==> src/rtl/if_pkg.sv <==
// Shared definitions for the instruction-fetch stage: state encoding and
// fixed constants used by the stage and its bench.
package if_pkg;

  typedef enum logic [1:0] {
    IDLE  = 2'd0,
    FETCH = 2'd1,
    FAULT = 2'd2
  } fetch_state_t;

  localparam logic [31:0] NOP_INSTR = 32'h0000_0000;
  localparam logic [31:0] PC_STEP   = 32'd4;

endpackage

==> src/rtl/imem_bytes.sv <==
// Byte-wide instruction memory: synchronous byte write port and a combinational
// big-endian 32-bit read of the word containing rd_addr.
module imem_bytes #(
  parameter int unsigned MEM_BYTES = 64
) (
  input  logic                         CLK,
  input  logic                         wr_en,
  input  logic [$clog2(MEM_BYTES)-1:0] wr_addr,
  input  logic [7:0]                   wr_data,
  input  logic [$clog2(MEM_BYTES)-1:0] rd_addr,
  output logic [31:0]                  rd_data
);

  localparam int unsigned AW = $clog2(MEM_BYTES);

  // Contents start at zero and are never touched by reset.
  logic [7:0]    mem [MEM_BYTES] = '{default: '0};
  logic [AW-1:0] base;

  always_ff @(posedge CLK) begin
    if (wr_en) mem[wr_addr] <= wr_data;
  end

  always_comb begin
    base    = rd_addr & ~AW'(3);
    rd_data = {mem[base], mem[base | AW'(1)], mem[base | AW'(2)], mem[base | AW'(3)]};
  end

endmodule

==> src/rtl/if_fetch_stage.sv <==
// Instruction-fetch stage: owns the PC, fetch FSM and the registered output
// slot handed to decode over a valid/ready handshake.
module if_fetch_stage #(
  parameter int unsigned MEM_BYTES = 64,
  parameter logic [31:0] RESET_PC  = 32'h0000_0000
) (
  input  logic        CLK,
  input  logic        RESET,
  input  logic        en,
  input  logic        id_ready,
  input  logic        redirect_valid,
  input  logic [31:0] redirect_pc,
  input  logic        wr_en,
  input  logic [31:0] wr_addr,
  input  logic [7:0]  wr_data,
  output logic        if_valid,
  output logic [31:0] if_instr,
  output logic [31:0] if_pc,
  output logic [31:0] if_pc_plus4,
  output logic        fault,
  output logic [31:0] fault_pc
);

  import if_pkg::*;

  localparam int unsigned AW        = $clog2(MEM_BYTES);
  localparam logic [31:0] LAST_WORD = 32'(MEM_BYTES - 4);

  fetch_state_t state;
  logic [31:0]  pc;
  logic [31:0]  mem_word;
  logic         slot_free;
  logic         consumed;
  logic         pc_bad;
  logic         unused_wr_hi;

  assign unused_wr_hi = ^wr_addr[31:AW];

  imem_bytes #(.MEM_BYTES(MEM_BYTES)) u_imem (
    .CLK     (CLK),
    .wr_en   (wr_en),
    .wr_addr (wr_addr[AW-1:0]),
    .wr_data (wr_data),
    .rd_addr (pc[AW-1:0]),
    .rd_data (mem_word)
  );

  always_comb begin
    slot_free = !if_valid || id_ready;
    consumed  = if_valid && id_ready;
    pc_bad    = (pc[1:0] != 2'b00) || (pc > LAST_WORD);
  end

  always_ff @(posedge CLK or posedge RESET) begin
    if (RESET) begin
      state       <= IDLE;
      pc          <= RESET_PC;
      if_valid    <= 1'b0;
      if_instr    <= NOP_INSTR;
      if_pc       <= RESET_PC;
      if_pc_plus4 <= RESET_PC + PC_STEP;
      fault       <= 1'b0;
      fault_pc    <= '0;
    end else if (redirect_valid) begin
      // Flush wins over acceptance; the new PC is fetched on the following cycle.
      if_valid <= 1'b0;
      pc       <= redirect_pc;
      fault    <= 1'b0;
      state    <= en ? FETCH : IDLE;
    end else begin
      unique case (state)
        IDLE: begin
          if (consumed) if_valid <= 1'b0;
          if (en) state <= FETCH;
        end
        FETCH: begin
          if (!en) begin
            if (consumed) if_valid <= 1'b0;
            state <= IDLE;
          end else if (slot_free) begin
            if (pc_bad) begin
              fault    <= 1'b1;
              fault_pc <= pc;
              if_valid <= 1'b0;
              state    <= FAULT;
            end else begin
              if_instr    <= mem_word;
              if_pc       <= pc;
              if_pc_plus4 <= pc + PC_STEP;
              if_valid    <= 1'b1;
              pc          <= pc + PC_STEP;
            end
          end
        end
        FAULT: begin
          if (consumed) if_valid <= 1'b0;
        end
        default: state <= IDLE;
      endcase
    end
  end

endmodule

==> config.mk <==
export PLATFORM = sky130hd
export DESIGN_NAME = if_fetch_stage
export DESIGN_NICKNAME = d
export VERILOG_FILES = /design/src/rtl/if_pkg.sv /design/src/rtl/imem_bytes.sv /design/src/rtl/if_fetch_stage.sv
export SDC_FILE = /design/constraint.sdc
export NUM_CORES = 1
export LEC_CHECK = 0
export ABC_AREA = 0
export BUFFER_PORTS_ARGS = -buffer_cell sky130_fd_sc_hd__buf_2
export CAP_MARGIN = 20
export CORE_ASPECT_RATIO = 0.8
export CORE_MARGIN = 2
export CORE_UTILIZATION = 33
export DETAILED_ROUTE_END_ITERATION = 7
export REMOVE_ABC_BUFFERS = 1
export SYNTH_ARGS = -nofsm -noshare
export SYNTH_HDL_FRONTEND = slang
export SYNTH_HIERARCHICAL = 1
export SYNTH_SLANG_ARGS = --single-unit
export TNS_END_PERCENT = 1
==> constraint.sdc <==
create_clock -name CLK -period 4.8 [get_ports CLK]
set_clock_uncertainty 0.1 [all_clocks]
set_input_delay 0.72 -clock CLK [delete_from_list [all_inputs] [get_ports CLK]]
set_output_delay 0.72 -clock CLK [all_outputs]
set_load 0.02 [all_outputs]
-- Word-level counts from Yosys, hierarchy flattened
Memory sizes are Yosys's and may differ from the RTL's. A register that Yosys moved wholly into a read port is not among the register bits.
Cells that the tools add are included.
- add/subtract/negate cells: 1
- magnitude comparators: 1
- $mul: 0
- bitwise logic cells: 2
- shift operators: 0
- div/mod/pow operators: 0
- multiplexer cells: 25
- eq/ne operators: 7
- reduce and logical (&&, ||, !) cells: 18
- operators with widths (cell ; count):
    2-to-1 mux 32 bit ; 5
    adder 32 x 3 -> 32 bit (second input constant) ; 1
    > comparator 32 x 6 -> 1 bit (second input constant) ; 1
    2-to-1 mux 1 bit ; 13
    AND reduction 4 bit ; 3
    2-to-1 mux 2 bit ; 5
    AND reduction 5 bit ; 2
    nonzero test 2 bit ; 5
    != test 4 bit (second input constant) ; 2
    case mux 2 bit (3 select lines) ; 1
    != test 2 bit (second input constant) ; 2
    != test 3 bit (second input constant) ; 1
    nonzero test 3 bit ; 1
    == test 2 x 1 -> 1 bit (second input constant) ; 1
    == test 2 bit (second input constant) ; 1
    logical NOT 2 bit ; 1
    logical OR 1 bit ; 2
    inverter 1 bit ; 2
    case mux 1 bit (2 select lines) ; 1
    AND reduction 2 bit ; 1
    OR reduction 2 bit ; 1
    logical AND 1 bit ; 1
    logical NOT 1 bit ; 1
- memories kept: 1
- output and inout bits: 130
- bits in read-only memories: 0
- word-level logic and storage cells: 62
- memory bits (writable): 512
- latch bits: 0
- register bits: 132
- memories (memory ; depth ; bits a word ; rd ports ; clocked after Yosys merged registers in ; write ports ; line ; source):
    u_imem.mem ; 64 ; 8 ; 4 ; 4 ; 1 ; imem_bytes.sv:17 ; logic [7:0] mem [MEM_BYTES] = '{default: '0};

-- Longest topological paths before layout
Gate-level depths: netlist of run 1.
- depth after elaboration: 7
- mapped depth: 7
- depth with buffers taken out: 5

-- By module
The synthesis of run 1 kept the hierarchy.
- modules (own cells, without submodules) (module ; instances ; seq. area each (µm²) ; area an instance (µm²) ; cells an instance):
    imem_bytes ; 1 ; 15374.7 ; 19507.5 ; 881
    if_fetch_stage ; 1 ; 4055.1 ; 6084.6 ; 400

-- Least setup slack after synthesis of run 1
OpenSTA, ideal clock, no wires.
- path kind: input to register
- from: in wr_addr[5]
- to: mem u_imem.mem[39][0], enable pin
- setup time: 0.371 ns
- data arrival time: 1.950 ns
- path slack: 2.380 ns
- stages on the path: 4
- data required time: 4.329 ns
- cells stage by stage: clkbuf_1 > or3b_2 > clkbuf_1 > nor2_1
- RTL lines (item ; line ; source):
    from (decl) ; if_fetch_stage.sv:14 ; input logic [31:0] wr_addr,
    to (decl) ; imem_bytes.sv:17 ;
Straight into the memory's write port.

-- Worst setup path in the final report of run 1
- from: reg pc[11]
- to: reg fault_pc[5]
- word-level cells in the longest chain between the ends: 3
- ends and longest elaborated chain (item ; line ; source):
    from (decl) ; if_fetch_stage.sv:30 ; logic [31:0] pc;
    from (signal assigned) ; if_fetch_stage.sv:67 ; pc <= redirect_pc;
    from (signal assigned) ; if_fetch_stage.sv:91 ; pc <= pc + PC_STEP;
    > comparator 32 x 6 -> 1 bit ; if_fetch_stage.sv:51 ; pc_bad = (pc[1:0] != 2'b00) || (pc > LAST_WORD);
    logical OR 1 bit ; if_fetch_stage.sv:51 ;
    AND reduction 5 bit (no source line) ; n/a ;
    to (signal assigned) ; if_fetch_stage.sv:83 ; fault_pc <= pc;
    to (decl) ; if_fetch_stage.sv:21 ; output logic [31:0] fault_pc
No other way between the ends.
A chain may end at the register's enable or synchronous reset.

==> qor.txt, run 1 <==
P_int -> 0.00993 W
# DRC -> 0
Max Cap Violations -> 0
First-pass GRT wire length -> 84.3 mm
Final min period -> 3.04 ns
Seq pwr share -> 50.8%
Die width -> 315 microns
Initial antenna violation count -> 2
CORE AREA -> 0.0770 sq mm
Max_slew headroom -> 26.9%
CTS Buf Count -> 72
VDD IR max -> 0.000240 V
Most used DFF post-synth -> edfxtp_1
DR vias/cell -> 4.96
Leakage Power -> 10.9 nW
Worst-Margin Slew -> 1.09 ns
Ports -> 208
H-tree depth -> 3
Status -> finished clean
Iter 0 DRT Violations -> 1008
Die height -> 253 microns
Total power -> 0.0129 W
Final Cell Area -> 0.0299 sq mm
IO Port Bufs -> 181
Max-slew violation count -> 0
Final Wtd Congestion -> 0.741
Hold WC Path Type -> in -> async
Hold_ws -> 0.190 ns
Syn_area_per_cell -> 20.0 sq um
Fin crit share -> 63.3%
Mapped Cells -> 1281
Largest net degree at the start of global routing -> 88
Distinct cells, synth -> 41
Skew-Pair Late Insertion Delay -> 0.61 ns
# fillers -> 7038
F_max -> 0.329 GHz
Crit. End Element -> flop
Combinational share of power -> 8.0%
Worst r2r src -> pc[11]$_DFFE_PP0P_
R2R depth -> 5
Crit Reg-Reg Endpoint -> fault_pc[5]$_DFFE_PP0P_
Power per Cell Area -> 431 mW/mm^2
Cell row count -> 91
Total grt overflow -> 0
Setup slack, reg-to-reg -> 1.76 ns
Seq cells post-synth -> 674
Sw power -> 0.00297 W
Share of cells above drive strength 1 -> 35.2%
Root buffer cell -> clkbuf_16
Fin. Hold Viols -> 0
Via count of the first global-routing pass -> 13000
Worst Path Required -> 5.17 ns
GRT Total Usage -> 14.2%
Setup Buffers After CTS -> 0
Post-synth EDFFs -> 512
Arrival time of the worst setup path -> 3.40 ns
Cts repair resizes -> 0
CTS tree -> done
Die ar. -> 0.0798 sq mm
Initial Utilization -> 33.2%
RSZ-0062 raised after global routing -> false
Netlist Area Pre-Place -> 0.0256 sq mm
Net Sw Frac -> 23.0%
Final #Nets -> 1565
P&R area growth vs syn -> 16.9%
Router iterations before antenna repair -> 4
Buffer levels on the longest clock path -> 3
YS warnings -> 6
Avg WL per Cell -> 22.3 microns
CTS Hold Bufs -> 0
Clock sink total -> 674
Async SR Flop Fraction -> 24.0%
DP HPWL -> 33.0 mm
Critical Path Start Type -> flop
Clock-pin slew on the worst setup and hold paths -> 0.06 ns
Clock Power Share -> 41.2%
Register area share after synthesis -> 75.9%
Placed cell area -> 0.0276 sq mm
Final setup fails -> 0
Max FO, Critical Path -> 19
Vias -> 12700
CP Class -> reg -> reg
WL final -> 57.1 mm
Post-route ant nets -> 0
synthesized netlist by cell type (3+ instances only):
cell type / instances / share of area, %
nand2b_1: 4 / 0.098
buf_2: 10 / 0.20
buf_6: 6 / 0.26
buf_1: 11 / 0.16
nand2_1: 40 / 0.59
edfxtp_1: 512 / 60
mux4_2: 128 / 11
a21oi_1: 4 / 0.078
xor2_1: 3 / 0.10
clkbuf_1: 28 / 0.41
dfrtp_1: 161 / 16
nor4_1: 7 / 0.17
nand3_1: 9 / 0.18
nor2b_1: 61 / 1.5
buf_4: 16 / 0.47
mux2_2: 97 / 4.3
a22oi_1: 64 / 1.9
mux2i_1: 8 / 0.31
nand4_1: 5 / 0.12
nor2_1: 68 / 1.0
inv_1: 9 / 0.13
how the worst max path moves through the flow:
stage / slack [ns] / depth (start not counted) / endpoint / from
after floorplan: -1.61 / 4 / if_instr[0]$_DFFE_PP0P_ / pc[2]$_DFFE_PP0P_
after global routing: 1.55 / 5 / if_instr[18]$_DFFE_PP0P_ / pc[2]$_DFFE_PP0P_
after CTS: 1.65 / 5 / if_instr[18]$_DFFE_PP0P_ / pc[2]$_DFFE_PP0P_
final: 1.76 / 5 / fault_pc[5]$_DFFE_PP0P_ / pc[11]$_DFFE_PP0P_
after global placement: 1.41 / 5 / if_pc_plus4[10]$_DFFE_PP0P_ / redirect_valid
after detailed placement: 1.37 / 5 / if_pc_plus4[19]$_DFFE_PP0P_ / redirect_valid
kinds of logic (layout without fill, tap and decap cells):
kind of cell    Yosys count  count (layout)  synth area share, %
simple gates            209             209                 4.08
mux                     235             235                 15.9
xor+xnor                  3               3                0.103
compound gates           78              78                 2.22
buf+inv                  81             341                 1.69
fa+ha+maj                 1               1               0.0489
flops                   674             674                 75.9
other cells               0               1                    0
layout make-up:
class	count	area [sq um]	area share, %
antenna	1	2.50	0.00837
clock buffer	98	1980	6.62
clock inverter	31	285	0.954
inverter	9	38.8	0.130
multi-input combinational	526	5740	19.2
sequential	674	19400	65.0
tap	1023	1280	4.28
timing repair buffer	203	1150	3.83
metrics by stage:
stage / TNS [ns] / cells / worst slack, ns / util, %
final: 0 / 2565 / 1.76 / 38.9
after global routing: 0 / 2564 / 1.55 / 38.9
after floorplan: -128.35 / 1209 / -1.61 / -
after global placement: 0 / 2433 / 1.41 / 35.9
after detailed placement: 0 / 2433 / 1.37 / 35.9
after CTS: 0 / 2562 / 1.65 / 38.8
critical path, stage by stage, from the launching register on:
cell,delay (ns)
dfrtp_1,0.39
nor4_1,0.57
nand4_1,0.34
o21ai_2,0.72
buf_4,0.41
mux2_2,0.38
cell usage in the layout, fill, tap and decap left out, drive strengths merged, types with 2 or more instances in the layout:
| cell type | count |
|---|---|
| a31oi | 2 |
| nand3 | 9 |
| xor2 | 3 |
| a21oi | 4 |
| nand3b | 2 |
| mux4 | 128 |
| nor2b | 61 |
| edfxtp | 512 |
| nand4 | 5 |
| clkinvlp | 2 |
| or3b | 2 |
| mux2i | 8 |
| buf | 203 |
| inv | 13 |
| o21ai | 3 |
| o211ai | 2 |
| clkbuf | 98 |
| dfrtp | 161 |
| or3 | 2 |
| nor4 | 8 |
| o31ai | 2 |
| bufinv | 3 |
| clkinv | 22 |
| a22oi | 64 |
| nor3 | 2 |
| nand2 | 40 |
| mux2 | 99 |
| nor2 | 68 |
| and3 | 2 |
| nand2b | 4 |
metal layers:
layer | share of wire, % | track usage [%] | wire, microns
met5 | 0.023 | 0 | 13
met4 | 2.5 | 4.36 | 1420
met3 | 6.6 | 3.37 | 3780
met2 | 48 | 22.5 | 27400
met1 | 43 | 19.5 | 24500
state kept, by name, summed over array words and instances, names as in the netlist, 2 cells and up:
signal	count
fault_pc	32
if_pc	32
if_pc_plus4	30
state	2
pc	32
if_instr	32
u_imem/mem	512
power groups by stage:
stage          clock network [W]  logic (W)  registers, W
3_3_place_gp                   0    0.00103       0.00667
3_5_place_dp                   0    0.00105       0.00668
6_report                 0.00531    0.00104       0.00655
2_1_floorplan                  0   0.000530       0.00680
5_1_grt                  0.00570    0.00111       0.00657
4_1_cts                  0.00546    0.00105       0.00656
Power figures use the tool's default switching activity.
==> inputs of run 2 (changes only) <==
- clock period: 4.8 -> 2.5 ns (I/O delays scaled with it)
==> run 2 against run 1 <==
Effect of this change: hold slack worse by 0.025 ns; critical path type unchanged; first-iteration DRC count grew 6.9%; clock power increased by 96%; global-route usage grew 0.24 points; highest routed layer is now met4; cell count is 5.3% higher.
==> qor.txt, run 2 (synthesis gave the netlist of run 1 again) <==
Status -> finished clean
Iter 0 DRT Violations -> 1078 (+6.9%)
Vias -> 13100 (+3.3%)
# DRC -> 0 (unchanged)
H-tree depth -> 3 (unchanged)
DP HPWL -> 36.3 mm (+10%)
Total grt overflow -> 0 (unchanged)
Fin crit share -> 92.6% (+29 points)
Biggest register -> u_imem/mem
Clock Power Share -> 41.3% (about the same)
Placement Setup Slack -> 0.130 ns (-1.24 ns)
Clock sink total -> 674 (unchanged)
Root buffer cell -> clkbuf_16
Largest net degree at the start of global routing -> 65 (-26%)
CTS Buf Count -> 72 (unchanged)
Worst Path Required -> 2.90 ns (-2.27 ns)
Final min period -> 2.31 ns (-0.726 ns)
Clock-pin slew on the worst setup and hold paths -> 0.06 ns (about the same)
CTS tree -> done
Die height -> 253 microns (unchanged)
F_max -> 0.432 GHz (+31%)
Register Area -> 0.0194 sq mm (unchanged)
Net Sw Frac -> 23.4% (+0.37 points)
Commonest non-fill, non-tap cell in the layout -> edfxtp_1
Power per Cell Area -> 804 mW/mm^2 (+86%)
Leakage Power -> 11.6 nW (+6.7%)
Max_slew headroom -> 48.0% (+21 points)
Buffer levels on the longest clock path -> 3 (unchanged)
Die ar. -> 0.0798 sq mm (unchanged)
Post-route ant nets -> 0 (unchanged)
Hold WC Path Type -> in -> reg
Max Cap Violations -> 0 (unchanged)
Setup WS post-layout -> 0.186 ns (-1.57 ns)
RSZ-0062 raised after global routing -> false
CTS Hold Bufs -> 35 (+35)
Seq pwr share -> 49.8% (-1.0 points)
P&R area growth vs syn -> 22.0%
Skew-Pair Late Insertion Delay -> 0.62 ns (about the same)
Critical Path Start Type -> flop
VDD IR max -> 0.000433 V (+81%)
Die width -> 315 microns (unchanged)
Max FO, Critical Path -> 28 (+9)
Worst-Margin Slew -> 0.780 ns (-0.313 ns)
CORE AREA -> 0.0770 sq mm (unchanged)
Max-slew violation count -> 0 (unchanged)
CP Class -> reg -> reg
Via count of the first global-routing pass -> 13400 (+2.9%)
# fillers -> 6866 (-2.4%)
WL final -> 58.0 mm (+1.6%)
Crit. End Element -> flop
Final Wtd Congestion -> 0.753 (+1.7%)
Setup Buffers After CTS -> 0 (unchanged)
Fin. Hold Viols -> 0 (unchanged)
Share of cells above drive strength 1 -> 38.4% (+3.2 points)
IO Port Bufs -> 181 (unchanged)
Combinational share of power -> 8.8% (+0.8 points)
Worst r2r src -> pc[2]$_DFFE_PP0P_
Initial antenna violation count -> 2 (unchanged)
First-pass GRT wire length -> 85.7 mm (+1.7%)
Max FFs per register -> 512 (unchanged)
Sw power -> 0.00586 W (+98%)
Final #Nets -> 1697 (+8.4%)
Ports -> 208 (unchanged)
P_int -> 0.0192 W (+94%)
Arrival time of the worst setup path -> 2.71 ns (-0.69 ns)
Final Non-Filler Cells -> 2701 (+5.3%)
Cts repair resizes -> 0 (unchanged)
Multi-input logic area -> 0.00574 sq mm (unchanged)
Final setup fails -> 0 (unchanged)
Initial Utilization -> 33.2% (unchanged)
DR vias/cell -> 4.86 (-1.9%)
Beginning of the worst hold path -> redirect_valid
GRT Total Usage -> 14.5% (+0.24 points)
Router iterations before antenna repair -> 6 (+2)
DP Cell Count -> 2530 (+4.0%)
Commonest non-fill, non-tap cells in the layout -> edfxtp_1 (512), buf_2 (181), dfrtp_1 (159), mux4_2 (128), buf_4 (98)
Avg WL per Cell -> 21.5 microns (-3.6%)
Worst setup startpoint -> pc[2]$_DFFE_PP0P_
Cell row count -> 91 (unchanged)
-- run 2: cell types whose count changed in the layout (fill, tap and decap cells not counted), sizes merged --
cell	delta
buf	+97
dlygate4sd3	+35
clkbuf	+2
clkinv	-1
clkinvlp	+1
diode	+1
inv	+1
-- run 2: layer usage --
layer  vias up  global-route usage [%]  part of all wire (%)
met4         0                    4.28                   2.5
met1      6939                    20.6                    45
met2       342                    22.4                    48
li1       5763                       -                     -
met5         -                       0                     0
met3        89                    2.99                   5.2
-- run 2: power groups by stage --
stage	Clock (W)	Sequential (W)	Combinational [W]
final	0.0104	0.0125	0.00221
after global routing	0.0111	0.0125	0.00238
after CTS	0.0107	0.0125	0.00225
after detailed placement	0	0.0127	0.00220
after global placement	0	0.0127	0.00216
after floorplan	0	0.0131	0.00102
-- run 2: worst paths after layout --
| kind | to | slack (ns) | cells after the start |
|---|---|---|---|
| setup / recovery | if_instr[18]$_DFFE_PP0P_ | 0.19 | 5 |
| setup reg to reg | if_instr[18]$_DFFE_PP0P_ | 0.19 | 5 |
| hold reg to reg | if_pc_plus4[2]$_DFFE_PP1P_ | 0.37 | 2 |
| max in group asynchronous | fault_pc[6]$_DFFE_PP0P_ | 1.26 | 4 |
| min in group asynchronous | if_pc[13]$_DFFE_PP0P_ | 0.29 | 3 |
| hold / removal | pc[4]$_DFFE_PP0P_ | 0.16 | 5 |
-- run 2: final cells by class --
| cell class | count | area share (%) |
|---|---|---|
| Sequential cell | 674 | 62.3 |
| Clock inverter | 32 | 1.09 |
| Inverter | 9 | 0.124 |
| Timing Repair Buffer | 335 | 7.68 |
| Multi-Input combinational cell | 526 | 18.4 |
| Clock buffer | 100 | 6.33 |
| Antenna cell | 2 | 0.0160 |
| Tap cell | 1023 | 4.10 |
-- run 2: per-stage QoR --
stage | hold WS (ns) | area, sq um | power [W] | utilization [%] | TNS [ns]
2_1_floorplan | 0.338 | 25200 | 0.0141 | - | -601.82
3_3_place_gp | 0.358 | 28500 | 0.0149 | 37.0 | 0
3_5_place_dp | 0.359 | 28500 | 0.0149 | 37.0 | 0
4_1_cts | 0.123 | 31200 | 0.0254 | 40.5 | 0
5_1_grt | 0.156 | 31200 | 0.0260 | 40.6 | 0
6_report | 0.165 | 31200 | 0.0251 | 40.6 | 0
-- run 2: critical path, stage by stage (launching register included) --
cell	delay, ns
dfrtp_4	0.56
buf_12	0.29
mux4_2	0.59
a22oi_1	0.27
nand2_1	0.10
mux2_2	0.27
